==> src/rtl/eth_sw_out_arb_if.sv <==
// Handshake bundle between N ingress word streams, the output arbiter and the
// single egress word stream. The arbiter uses the slave modport.
interface eth_sw_out_arb_if #(
  parameter int N_PORTS = 4,
  parameter int DATA_W  = 32,
  parameter int PORT_W  = $clog2(N_PORTS)
) ();
  logic [N_PORTS-1:0]        i_valid;
  logic [N_PORTS*DATA_W-1:0] i_data;
  logic [N_PORTS-1:0]        i_start;
  logic [N_PORTS-1:0]        i_end;
  logic [N_PORTS-1:0]        o_stall;
  logic                      i_ds_stall;
  logic                      o_valid;
  logic [DATA_W-1:0]         o_data;
  logic                      o_start;
  logic                      o_end;
  logic [PORT_W-1:0]         o_port;
  logic                      o_trunc;

  modport master (
    output i_valid, i_data, i_start, i_end, i_ds_stall,
    input  o_stall, o_valid, o_data, o_start, o_end, o_port, o_trunc
  );

  modport slave (
    input  i_valid, i_data, i_start, i_end, i_ds_stall,
    output o_stall, o_valid, o_data, o_start, o_end, o_port, o_trunc
  );
endinterface

==> src/rtl/eth_sw_out_arb.sv <==
// Round-robin whole-frame arbiter: N ingress ports onto one egress stream,
// with downstream backpressure, source-port tag and max-length truncation.
module eth_sw_out_arb #(
  parameter int N_PORTS   = 4,
  parameter int DATA_W    = 32,
  parameter int MAX_WORDS = 64,
  parameter int PORT_W    = $clog2(N_PORTS)
) (
  input  logic             clk,
  input  logic             rst,
  eth_sw_out_arb_if.slave  bus
);

  localparam int CNT_W = $clog2(MAX_WORDS + 1);

  typedef enum logic [1:0] {IDLE, XFER, DRAIN} state_t;

  state_t            state;
  logic [PORT_W-1:0] owner;
  logic [PORT_W-1:0] rr_last;
  logic [CNT_W-1:0]  count;

  logic [N_PORTS-1:0] req;
  logic               found;
  logic [PORT_W-1:0]  winner;
  logic [PORT_W-1:0]  gnt;
  logic               accept;
  logic               emit;
  logic               at_limit;
  logic               nxt_start;
  logic               nxt_end;
  logic               nxt_trunc;

  // Round-robin scan starting one past the last granted port, with wrap.
  always_comb begin
    int                idx;
    logic [PORT_W-1:0] cand;
    // NOTE: every always_comb output gets a default first so no path infers a latch.
    idx    = 0;
    cand   = '0;
    found  = 1'b0;
    winner = '0;
    req    = bus.i_valid & bus.i_start;
    for (int i = 1; i <= N_PORTS; i++) begin
      idx  = (int'(rr_last) + i) % N_PORTS;
      cand = PORT_W'(idx);
      if (!found && req[cand]) begin
        found  = 1'b1;
        winner = cand;
      end
    end
  end

  always_comb begin
    gnt       = (state == IDLE) ? winner : owner;
    accept    = 1'b0;
    at_limit  = (count == CNT_W'(MAX_WORDS - 1));
    unique case (state)
      IDLE:    accept = found && !bus.i_ds_stall;
      XFER:    accept = bus.i_valid[gnt] && !bus.i_ds_stall;
      DRAIN:   accept = bus.i_valid[gnt];
      default: accept = 1'b0;
    endcase
    accept    = accept && !rst;
    emit      = accept && (state != DRAIN);
    nxt_start = (state == IDLE);
    nxt_trunc = (state == XFER) && !bus.i_end[gnt] && at_limit;
    nxt_end   = bus.i_end[gnt] || nxt_trunc;
    bus.o_stall = '1;
    if (accept) bus.o_stall[gnt] = 1'b0;
  end

  // NOTE: all state here is sequential, so only non-blocking assignments are used.
  always_ff @(posedge clk) begin
    if (rst) begin
      state       <= IDLE;
      owner       <= '0;
      rr_last     <= PORT_W'(N_PORTS - 1);
      count       <= '0;
      bus.o_valid <= 1'b0;
      bus.o_data  <= '0;
      bus.o_start <= 1'b0;
      bus.o_end   <= 1'b0;
      bus.o_port  <= '0;
      bus.o_trunc <= 1'b0;
    end else begin
      // Egress register freezes entirely while downstream is stalled.
      if (!bus.i_ds_stall) begin
        bus.o_valid <= emit;
        bus.o_start <= emit && nxt_start;
        bus.o_end   <= emit && nxt_end;
        bus.o_trunc <= emit && nxt_trunc;
        if (emit) begin
          bus.o_data <= bus.i_data[int'(gnt)*DATA_W +: DATA_W];
          bus.o_port <= gnt;
        end
      end

      if (accept) begin
        unique case (state)
          IDLE: begin
            rr_last <= winner;
            count   <= CNT_W'(1);
            if (!bus.i_end[gnt]) begin
              owner <= winner;
              state <= XFER;
            end
          end
          XFER: begin
            count <= count + 1'b1;
            if (bus.i_end[gnt])  state <= IDLE;
            else if (at_limit)   state <= DRAIN;
          end
          DRAIN: begin
            // Tail of a truncated frame is swallowed until its end word.
            if (bus.i_end[gnt]) state <= IDLE;
          end
          default: state <= IDLE;
        endcase
      end
    end
  end

endmodule

==> src/flat_wrapper.sv <==
// flat-port wrapper written by rule: the top's interface ports become plain ports
module eth_sw_out_arb_flat 
#(
  parameter int N_PORTS   = 4,
  parameter int DATA_W    = 32,
  parameter int MAX_WORDS = 64,
  parameter int PORT_W    = $clog2(N_PORTS)
)
  (clk, rst, bus_i_valid, bus_i_data, bus_i_start, bus_i_end, bus_i_ds_stall, bus_o_stall, bus_o_valid, bus_o_data, bus_o_start, bus_o_end, bus_o_port, bus_o_trunc);
  eth_sw_out_arb_if #(.N_PORTS(N_PORTS), .DATA_W(DATA_W), .PORT_W(PORT_W)) bus_i ();
  input  logic clk;
  input  logic rst;
  input wire logic [$bits(bus_i.i_valid)-1:0] bus_i_valid;
  input wire logic [$bits(bus_i.i_data)-1:0] bus_i_data;
  input wire logic [$bits(bus_i.i_start)-1:0] bus_i_start;
  input wire logic [$bits(bus_i.i_end)-1:0] bus_i_end;
  input wire logic [$bits(bus_i.i_ds_stall)-1:0] bus_i_ds_stall;
  output wire logic [$bits(bus_i.o_stall)-1:0] bus_o_stall;
  output wire logic [$bits(bus_i.o_valid)-1:0] bus_o_valid;
  output wire logic [$bits(bus_i.o_data)-1:0] bus_o_data;
  output wire logic [$bits(bus_i.o_start)-1:0] bus_o_start;
  output wire logic [$bits(bus_i.o_end)-1:0] bus_o_end;
  output wire logic [$bits(bus_i.o_port)-1:0] bus_o_port;
  output wire logic [$bits(bus_i.o_trunc)-1:0] bus_o_trunc;
  assign bus_i.i_valid = bus_i_valid;
  assign bus_i.i_data = bus_i_data;
  assign bus_i.i_start = bus_i_start;
  assign bus_i.i_end = bus_i_end;
  assign bus_i.i_ds_stall = bus_i_ds_stall;
  assign bus_o_stall = bus_i.o_stall;
  assign bus_o_valid = bus_i.o_valid;
  assign bus_o_data = bus_i.o_data;
  assign bus_o_start = bus_i.o_start;
  assign bus_o_end = bus_i.o_end;
  assign bus_o_port = bus_i.o_port;
  assign bus_o_trunc = bus_i.o_trunc;
  eth_sw_out_arb #(.N_PORTS(N_PORTS), .DATA_W(DATA_W), .MAX_WORDS(MAX_WORDS), .PORT_W(PORT_W)) u_core (.clk(clk), .rst(rst), .bus(bus_i));
endmodule
==> config.mk <==
export PLATFORM = sky130hd
export DESIGN_NAME = eth_sw_out_arb_flat
export DESIGN_NICKNAME = d
export VERILOG_FILES = /design/src/rtl/eth_sw_out_arb_if.sv /design/src/rtl/eth_sw_out_arb.sv /design/src/flat_wrapper.sv
export SDC_FILE = /design/constraint.sdc
export NUM_CORES = 1
export LEC_CHECK = 0
export CAP_MARGIN = 20
export CORE_AREA = 2 2 93 95
export DETAILED_ROUTE_END_ITERATION = 10
export DIE_AREA = 0 0 95 97
export DONT_BUFFER_PORTS = 1
export PLACE_DENSITY = 0.62
export SKIP_CTS_REPAIR_TIMING = 1
export SYNTH_ARGS = -nofsm -noshare
export SYNTH_HDL_FRONTEND = slang
export SYNTH_SLANG_ARGS = --single-unit
export TNS_END_PERCENT = 1
==> constraint.sdc <==
create_clock -name clk -period 3.5 [get_ports clk]
set_clock_uncertainty 0.15 [all_clocks]
set_input_delay 0.525 -clock clk [delete_from_list [all_inputs] [get_ports clk]]
set_output_delay 0.525 -clock clk [all_outputs]
set_load 0.05 [all_outputs]
==> metrics.md, run 1 <==
| Metric | Value |
|---|---|
| Adder-cell share of the synthesized area | 0.419% |
| Startpoint Class | register |
| Root Buffer | clkbuf_8 |
| Count of final max-slew check failures | 0 |
| Slowest stage cell, crit path | o311ai_1 |
| H-tree depth | 2 |
| Placeable Area | 8130 um^2 |
| Worst-path clk slew | 0.10 ns |
| PnR worst setup slack | 0.192 ns |
| Main synth FF type | dfxtp_1 |
| Layout Cells excl Fill | 372 |
| GR Overflow Total | 0 |
| Final-report setup violation count | 0 |
| CP max stage delay | 0.82 ns |
| Final ANT Viol Nets | 0 |
| Area after DPL | 3070 um^2 |
| Die area | 9220 um^2 |
| Detailed Route Iter0 Violations | 78 |
| Share of layout cells above drive strength 1 | 21.1% |
| Count of state elements after synthesis | 51 |
| Design Area, Final | 3190 um^2 |
| Initial antenna violation count | 1 |
| TritonCTS Sinks | 51 |
| Placed cell count | 363 |
| Worst hold-check path type | in2reg |
| WL met2 | 4230 um |
| Vias after detailed routing | 2,231 |
| Post-Syn Area | 2990 um^2 |
| Post-synth EDFFs | 0 |
| Hpwl dp | 6030 um |
| XOR/XNOR share of the synthesized area | 0% |
| Number of distinct library cells after synthesis | 48 |
| WS Path Type | reg2out |
| Met3 wire length | 526 um |
| CTS Buf Count | 5 |
| RSZ-0062 raised after global routing | no |
| CTS tree | built |
| CP max FO | 7 |
| Final core occ | 39.2% |
| Num ports | 185 |
| VDD IR-drop max | 0.170 mV |
| Post-Route Setup TNS | 0 ns |
| Worst slew pin tran | 0.990 ns |
| DRC Markers | 0 |
| Met1 WL | 2950 um |
| Yosys synthesis warning count | 0 |
| Crit-path cells | or2_2, o311ai_1, nor2_1, nand3_1 |
| Effective utilization at floorplan | 36.7% |
| Synth Net Count | 416 |
| Synth-to-Final Area Change | 6.78% |
| Die Y | 97 um |
| Max Cap Viol | 0 |
| Seq/Total Area, Yosys | 34.2% |
| Bufs on Longest Clock Path | 2 |
| Synthesized area per cell | 11.0 um^2 |
| FMAX | 302 MHz |
| Mux cell area share after synthesis | 37.7% |
| Tcrit/Tclk final | 94.5% |
| Top Layer Used | met4 |
| Worst Path Required | 2.82 ns |
| Routed WL | 7810 um |
| Outcome | complete, no violations |
| PwrDens | 475 nW/um^2 |
| Pin count of the biggest net entering global routing | 49 |
| Vias in the first global route | 2,320 |
| Global-route wire length before repair | 12,200 um |
| IO buf count | 0 |
| Crit path arrival time | 2.63 ns |
| GR Util All Layers | 17.0% |
| Clock Latency Late Sink | 0.31 ns |
| Crit. End Element | output port |
| Asr flop ratio synth | 0% |
| Largest family of logic cells by synthesized area | multiplexers |
| Max-slew headroom | 33.0% |
| Drt wl/cell | 21.0 um |
| Gpl congestion | 0.855 |
| Fin crit period | 3.31 ns |
| DRT Pass-1 Iters | 4 |
| Leak | 1.05 nW |
| Vias per cell | 6.00 |
| Area share of and/or/nand/nor cells after synthesis | 13.4% |
| Nets | 409 |
| Complex-gate fraction of the synthesized area | 10.8% |
| Flop-to-flop setup slack | 0.54 ns |
| Chip Width | 95 um |
| Num rows | 33 |
| Final hold violations | 0 |
| Dpl ws | 0.506 ns |
| Post-synthesis cell count | 272 |
-- area by class of cell --
cell class / count / area, um^2
repair buffers: 4 / 42.5
inverters: 4 / 15.0
well taps: 105 / 131
multi-input cells: 199 / 1860
diodes: 1 / 2.50
fillers: 775 / 4940
clock inverters: 3 / 46.3
flip-flops and latches: 51 / 1020
clock buffers: 5 / 68.8
-- worst paths after layout --
path                     start                 end  cells after the start
max            u_core.state[1]      bus_o_stall[1]                      4
min                        rst  u_core.bus.o_valid                      1
max reg2reg  u_core.rr_last[1]     u_core.state[1]                      8
min reg2reg    u_core.owner[0]     u_core.owner[0]                      2
-- synth_stat cells (2+ instances only) --
| cell | number | share of area (%) |
|---|---|---|
| nand2_1 | 17 | 2.1 |
| inv_1 | 4 | 0.50 |
| or2_2 | 2 | 0.42 |
| mux4_2 | 32 | 24 |
| nand4_1 | 2 | 0.42 |
| mux2i_1 | 38 | 13 |
| o32ai_1 | 2 | 0.59 |
| or3_1 | 2 | 0.42 |
| nand3_1 | 10 | 1.7 |
| dfxtp_1 | 51 | 34 |
| a211oi_1 | 3 | 0.75 |
| a21oi_1 | 8 | 1.3 |
| nor2_1 | 43 | 5.4 |
| a22o_1 | 2 | 0.59 |
| a31o_2 | 2 | 0.59 |
| buf_2 | 9 | 1.5 |
| and2_1 | 5 | 1.0 |
| clkbuf_1 | 8 | 1.0 |
| nor3_1 | 3 | 0.50 |
-- worst max-delay path, delay by kind of cell, from the launching register on --
kind / cells / cell delay [ns]
compound gates: 1 / 0.82
flops: 1 / 0.42
simple gates: 3 / 1.08
-- report_power, final --
part	internal, W	total [W]	switching (W)
registers	0.000611	0.000726	0.000115
clock network	0.000216	0.000430	0.000215
logic	0.000199	0.000359	0.000161
-- cells by family (layout without fill, tap and decap cells) --
| family | Yosys count | in the layout |
|---|---|---|
| AO/OA/AOI/OAI | 37 | 37 |
| adder cells (fa/ha/maj) | 1 | 1 |
| buffers and inverters | 22 | 16 |
| flip-flops | 51 | 51 |
| multiplexers | 72 | 72 |
| other | 0 | 1 |
| AND/OR/NAND/NOR | 89 | 89 |
-- layout by cell type, fill, tap and decap left out, types with 4 or more instances in the layout --
cell,n
a21oi_1,8
and2_1,5
clkbuf_8,5
dfxtp_1,51
inv_1,4
mux2i_1,38
mux4_2,32
nand2_1,17
nand3_1,10
nor2_1,43
-- stage by stage --
step	hold WS, ns	power, W
6_report	0.121	0.00152
3_3_place_gp	0.301	0.00109
5_1_grt	0.0992	0.00159
2_1_floorplan	0.289	0.00105
3_5_place_dp	0.307	0.00110
4_1_cts	0.107	0.00154
-- layer usage --
layer / up-vias / track usage, %
met5: - / 0
met4: 0 / 5.24
met3: 8 / 4.44
met2: 112 / 29.6
met1: 1081 / 20.2
li1: 1030 / -
-- sequential cells by signal, indices dropped and copies added (netlist names) --
signal              cells
u_core.bus.o_data      32
u_core.bus.o_end        1
u_core.bus.o_port       2
u_core.bus.o_start      1
u_core.bus.o_trunc      1
u_core.bus.o_valid      1
u_core.count            7
u_core.owner            2
u_core.rr_last          2
u_core.state            2
Note: power is estimated with default switching activity, not from simulation.
==> inputs of run 2 (changes only) <==
- clock period: 3.5 -> 3.47 ns (I/O delays scaled with it)
==> run 2 against run 1 <==
Clock-buffer cell count increased by 1. Total power is 1.1% higher. Sequential power rose by 0.7%. Worst setup slack gained 0.077 ns. Sequential share of layout area is essentially flat. Flip-flop and latch count is the same. Critical endpoint unchanged. Largest power group unchanged.
==> metrics.md, run 2 (synthesized netlist as in run 1, its figures left out) <==
| Metric | Value |
|---|---|
| Outcome | complete, no violations |
| RSZ-0062 raised after global routing | no |
| CTS tree | built |
| Flop pwr share | 47.7% (-0.2 points) |
| TritonCTS Sinks | 51 (unchanged) |
| CP max FO | 7 (unchanged) |
| Share of layout cells above drive strength 1 | 21.3% (+0.30 points) |
| Root Buffer | clkbuf_8 |
| Sw Share | 31.4% (-0.97 points) |
| Worst Path Required | 2.80 ns (-0.02 ns) |
| Count of final max-slew check failures | 0 (unchanged) |
| Vias in the first global route | 2,383 (+2.7%) |
| Hold Path Stages | 1 (unchanged) |
| Die area | 9220 um^2 (unchanged) |
| Initial antenna violation count | 0 (-1) |
| WS Path Type | reg2out |
| Clock power frac | 28.9% (+0.5 points) |
| Nets | 410 (+0.24%) |
| Hold_ws | 0.120 ns (-0.000169 ns) |
| Crit path arrival time | 2.53 ns (-0.10 ns) |
| DRC Markers | 0 (unchanged) |
| Clock Latency Late Sink | 0.30 ns (about the same) |
| Tcrit/Tclk final | 92.2% |
| Final-report setup violation count | 0 (unchanged) |
| Chip Width | 95 um (unchanged) |
| Effective utilization at floorplan | 36.7% (unchanged) |
| Max reg flops | 32 (unchanged) |
| R2R depth | 7 (-1) |
| Global-route wire length before repair | 12,100 um (-1.2%) |
| Fin crit period | 3.20 ns |
| Drt wl/cell | 21.0 um (about the same) |
| Final ANT Viol Nets | 0 (unchanged) |
| Combinational Power Share | 23.4% (-0.3 points) |
| Largest registers | u_core.bus.o_data: 32 flops, u_core.count: 7 flops |
| Commonest non-fill, non-tap cells in the layout | 51 x dfxtp_1, 43 x nor2_1, 38 x mux2i_1 |
| H-tree depth | 2 (unchanged) |
| VDD IR-drop max | 0.213 mV (+26%) |
| Max-slew headroom | 37.4% (+4.5 points) |
| DRT Pass-1 Iters | 4 (unchanged) |
| Routed WL | 7810 um (about the same) |
| Dpl ws | 0.519 ns (+0.0127 ns) |
| Most common cell after layout, fill and taps aside | dfxtp_1 |
| IO buf count | 0 (unchanged) |
| Detailed Route Iter0 Violations | 77 (-1.3%) |
| Worst slew pin tran | 0.924 ns (-0.0659 ns) |
| Post-Route Setup TNS | 0 ns (unchanged) |
| Leak | 1.05 nW (+0.62%) |
| Fill count | 767 (-1.0%) |
| PwrDens | 480 nW/um^2 (+1.1%) |
| Die Y | 97 um (unchanged) |
| Placeable Area | 8130 um^2 (unchanged) |
| Startpoint Class | register |
| Largest reg by FF count | u_core.bus.o_data |
| Max Cap Viol | 0 (unchanged) |
| Bufs on Longest Clock Path | 2 (unchanged) |
| Num ports | 185 (unchanged) |
| GR Util All Layers | 16.9% (-0.11 points) |
| FMAX | 312 MHz |
| Worst-path clk slew | 0.10 ns (about the same) |
| Power Internal | 0.00105 W (+2.5%) |
| CTS Buf Count | 5 (unchanged) |
| Synth-to-Final Area Change | 6.74% (about the same) |
| Vias per cell | 6.06 (+1.1%) |
| Num rows | 33 (unchanged) |
| PnR worst setup slack | 0.269 ns (+0.0770 ns) |
| GR Overflow Total | 0 (unchanged) |
| Worst hold-check path type | in2reg |
| Pin count of the biggest net entering global routing | 49 (unchanged) |
| Sw Pwr | 0.000481 W (-2.0%) |
| Vias after detailed routing | 2,256 (+1.1%) |
| Final hold violations | 0 (unchanged) |
| Hpwl dp | 6150 um (+1.9%) |
| Crit. End Element | output port |
| Gpl congestion | 0.841 (-1.6%) |
| Diodes inserted | 0 (-1) |
## run 2: path summary, 6_finish.rpt
check / startpoint / endpoint / slack (ns)
setup / recovery: u_core.state[1] / bus_o_stall[1] / 0.27
setup reg to reg: u_core.rr_last[1] / u_core.count[5] / 0.55
hold reg to reg: u_core.owner[0] / u_core.owner[0] / 0.32
hold / removal: rst / u_core.bus.o_valid / 0.12
## run 2: worst max-delay path: stages (launching register included)
cell,delay (ns)
dfxtp_1,0.42
or2_2,0.38
o311ai_1,0.77
nor2_1,0.21
nand3_1,0.45
## run 2: layer usage
metal | vias to the layer above | global-route usage, % | part of all wire, %
met4 | 0 | 6.47 | 2.3
met5 | - | 0 | 0
met3 | 13 | 4.91 | 8.6
met1 | 1071 | 18.7 | 35
li1 | 1031 | - | -
met2 | 141 | 29.9 | 54
## run 2: area by class of cell
class / count / area, um^2 / share of cell area (%)
Multi-Input combinational cell: 199 / 1860 / 58.4
Sequential cell: 51 / 1020 / 32.0
Tap cell: 105 / 131 / 4.12
Clock buffer: 6 / 82.6 / 2.59
Clock inverter: 2 / 38.8 / 1.22
Timing Repair Buffer: 5 / 37.5 / 1.18
Inverter: 4 / 15.0 / 0.471
## run 2: stage by stage
step | instances | area (um^2) | util [%] | total power (W)
final | 372 | 3190 | 39.2 | 0.00153
after floorplan | 272 | 2990 | - | 0.00106
after global placement | 364 | 3070 | 37.7 | 0.00110
after global routing | 372 | 3190 | 39.2 | 0.00162
after CTS | 372 | 3190 | 39.2 | 0.00156
after detailed placement | 364 | 3070 | 37.7 | 0.00111
## run 2: power groups by stage
stage / sequential, W / clock, W / combinational (W)
3_5_place_dp: 0.000745 / 0 / 0.000361
3_3_place_gp: 0.000745 / 0 / 0.000355
2_1_floorplan: 0.000736 / 0 / 0.000326
4_1_cts: 0.000732 / 0.000465 / 0.000362
5_1_grt: 0.000736 / 0.000492 / 0.000388
6_report: 0.000731 / 0.000443 / 0.000358
==> inputs of run 3 (changes only) <==
==> constraint.sdc (replaced) <==
create_clock -name clk -period 3.47 [get_ports clk]
set_clock_uncertainty 0.15 [all_clocks]
set_input_delay 0.347 -clock clk [delete_from_list [all_inputs] [get_ports clk]]
set_output_delay 0.347 -clock clk [all_outputs]
set_load 0.05 [all_outputs]
==> run 3 against run 2 <==
Sequential share of layout area about the same. Via count decreased by 2.1%. Worst hold slack got worse by 0.10 ns. Worst setup slack improved by 0.10 ns. Core utilization about the same. First-iteration DRC count increased by 43%. Clock-buffer cell count increased by 2. Die area unchanged. Critical path depth increased by 3. Cell count increased by 0.27%. Register-to-register slack got worse by 0.03 ns.
==> metrics.md, run 3 (synthesized netlist as in run 1, its figures left out) <==
| Metric | Value |
|---|---|
| Share of layout cells above drive strength 1 | 21.3% (-0.080 points) |
| Detailed Route Iter0 Violations | 110 (+43%) |
| Die area | 9220 um^2 (unchanged) |
| Outcome | complete, no violations |
| DRT Pass-1 Iters | 4 (unchanged) |
| Hpwl dp | 5840 um (-5.1%) |
| CP max FO | 15 (+8) |
| GR Util All Layers | 16.3% (-0.63 points) |
| Post-Route Setup TNS | 0 ns (unchanged) |
| Hold Path Stages | 1 (unchanged) |
| Num rows | 33 (unchanged) |
| Worst hold-check path type | in2reg |
| Chip Width | 95 um (unchanged) |
| Crit path arrival time | 2.60 ns (+0.07 ns) |
| Max Cap Viol | 0 (unchanged) |
| Commonest non-fill, non-tap cells in the layout | 51 x dfxtp_1, 43 x nor2_1, 38 x mux2i_1 |
| CP bufs+invs | 1 (+1) |
| Startpoint Class | register |
| PwrDens | 461 nW/um^2 (-4.0%) |
| Die Y | 97 um (unchanged) |
| CP max stage delay | 0.46 ns (-0.31 ns) |
| Placeable Area | 8130 um^2 (unchanged) |
| Drt wl/cell | 20.2 um (-3.7%) |
| Cell seen most often among critical-path stages | nand3_1 |
| Fin crit period | 3.10 ns (-0.101 ns) |
| Clock Latency Late Sink | 0.30 ns (about the same) |
| TritonCTS Sinks | 51 (unchanged) |
| Diodes inserted | 0 (unchanged) |
| Max-slew headroom | 39.1% (+1.7 points) |
| RSZ-0062 raised after global routing | no |
| Largest registers | u_core.bus.o_data: 32 flops, u_core.count: 7 flops |
| Final hold violations | 0 (unchanged) |
| Final ANT Viol Nets | 0 (unchanged) |
| Max reg flops | 32 (unchanged) |
| CTS Buf Count | 5 (unchanged) |
| Vias after detailed routing | 2,208 (-2.1%) |
| Bufs on Longest Clock Path | 2 (unchanged) |
| Routed WL | 7540 um (-3.4%) |
| Root Buffer | clkbuf_8 |
| Largest reg by FF count | u_core.bus.o_data |
| Initial antenna violation count | 0 (unchanged) |
| Most common cell after layout, fill and taps aside | dfxtp_1 |
| FMAX | 323 MHz (+3.2%) |
| Vias in the first global route | 2,318 (-2.7%) |
| Nets | 411 (+0.24%) |
| Count of final max-slew check failures | 0 (unchanged) |
| Sequential Area | 1020 um^2 (unchanged) |
| Fill count | 780 (+1.7%) |
| GR Overflow Total | 0 (unchanged) |
| Worst slew pin tran | 0.899 ns (-0.0247 ns) |
| IO buf count | 0 (unchanged) |
| Slowest stage cell, crit path | dfxtp_1 |
| Tcrit/Tclk final | 89.3% (-2.9 points) |
| R2R depth | 8 (+1) |
| Final-report setup violation count | 0 (unchanged) |
| PnR worst setup slack | 0.370 ns (+0.101 ns) |
| VDD IR-drop max | 0.200 mV (-6.2%) |
| Worst-path clk slew | 0.09 ns (about the same) |
| H-tree depth | 2 (unchanged) |
| Pin count of the biggest net entering global routing | 49 (unchanged) |
| Num ports | 185 (unchanged) |
| Effective utilization at floorplan | 36.7% (unchanged) |
| Worst Path Required | 2.97 ns (+0.17 ns) |
| Footprint of the multi-input gates | 1860 um^2 (unchanged) |
| Vias per cell | 5.92 (-2.4%) |
| Global-route wire length before repair | 11,900 um (-1.7%) |
| Gpl congestion | 0.864 (+2.7%) |
| DRC Markers | 0 (unchanged) |
| Critical path depth | 7 (+3) |
| Flop-to-flop setup slack | 0.52 ns (-0.03 ns) |
| CP top delay family | simple AND/OR/NAND/NOR gates |
| CTS tree | built |
| Leak | 1.05 nW (about the same) |
| Crit-path cells | nand3_1, a311oi_1, and2_1, a21o_2, buf_4, nor2_1, nand3_1 |
| Crit. End Element | output port |
| Dpl ws | 0.585 ns (+0.0663 ns) |
| Synth-to-Final Area Change | 6.70% (about the same) |
| WS Path Type | reg2out |
## run 3: area by class of cell
type / instances / share of cell area [%]
well taps: 105 / 4.12
flip-flops and latches: 51 / 32.0
clock buffers: 8 / 3.14
inverters: 4 / 0.471
repair buffers: 6 / 1.81
multi-input cells: 199 / 58.4
## run 3: metrics by stage
stage	std cells	total power [W]	instance area [um^2]	hold WS (ns)	util, %
after global placement	364	0.00110	3070	0.273	37.7
after detailed placement	364	0.00111	3070	0.274	37.7
after global routing	373	0.00155	3190	0.00546	39.2
after floorplan	272	0.00106	2990	0.289	-
final	373	0.00147	3190	0.0163	39.2
after CTS	372	0.00148	3170	-0.0593	38.9
## run 3: layer usage
| metal | share of wire (%) | track usage (%) | vias to the layer above | wire (um) |
|---|---|---|---|---|
| met1 | 38 | 19.6 | 1053 | 2890 |
| met4 | 1.7 | 5.69 | 0 | 128 |
| li1 | - | - | 1036 | - |
| met2 | 53 | 27.8 | 110 | 3980 |
| met3 | 7.1 | 3.97 | 9 | 538 |
| met5 | 0 | 0 | - | 0 |
## run 3: final timing paths
| check | startpoint | endpoint |
|---|---|---|
| max reg2reg | u_core.rr_last[1] | u_core.state[1] |
| min reg2reg | u_core.owner[0] | u_core.owner[0] |
| max | u_core.rr_last[1] | bus_o_stall[3] |
| min | rst | u_core.count[6] |
## run 3: power by group
group / switching [W] / internal (W) / total, W
clock: 0.000191 / 0.000182 / 0.000373
combinational: 0.000166 / 0.000200 / 0.000366
sequential: 0.000114 / 0.000616 / 0.000730
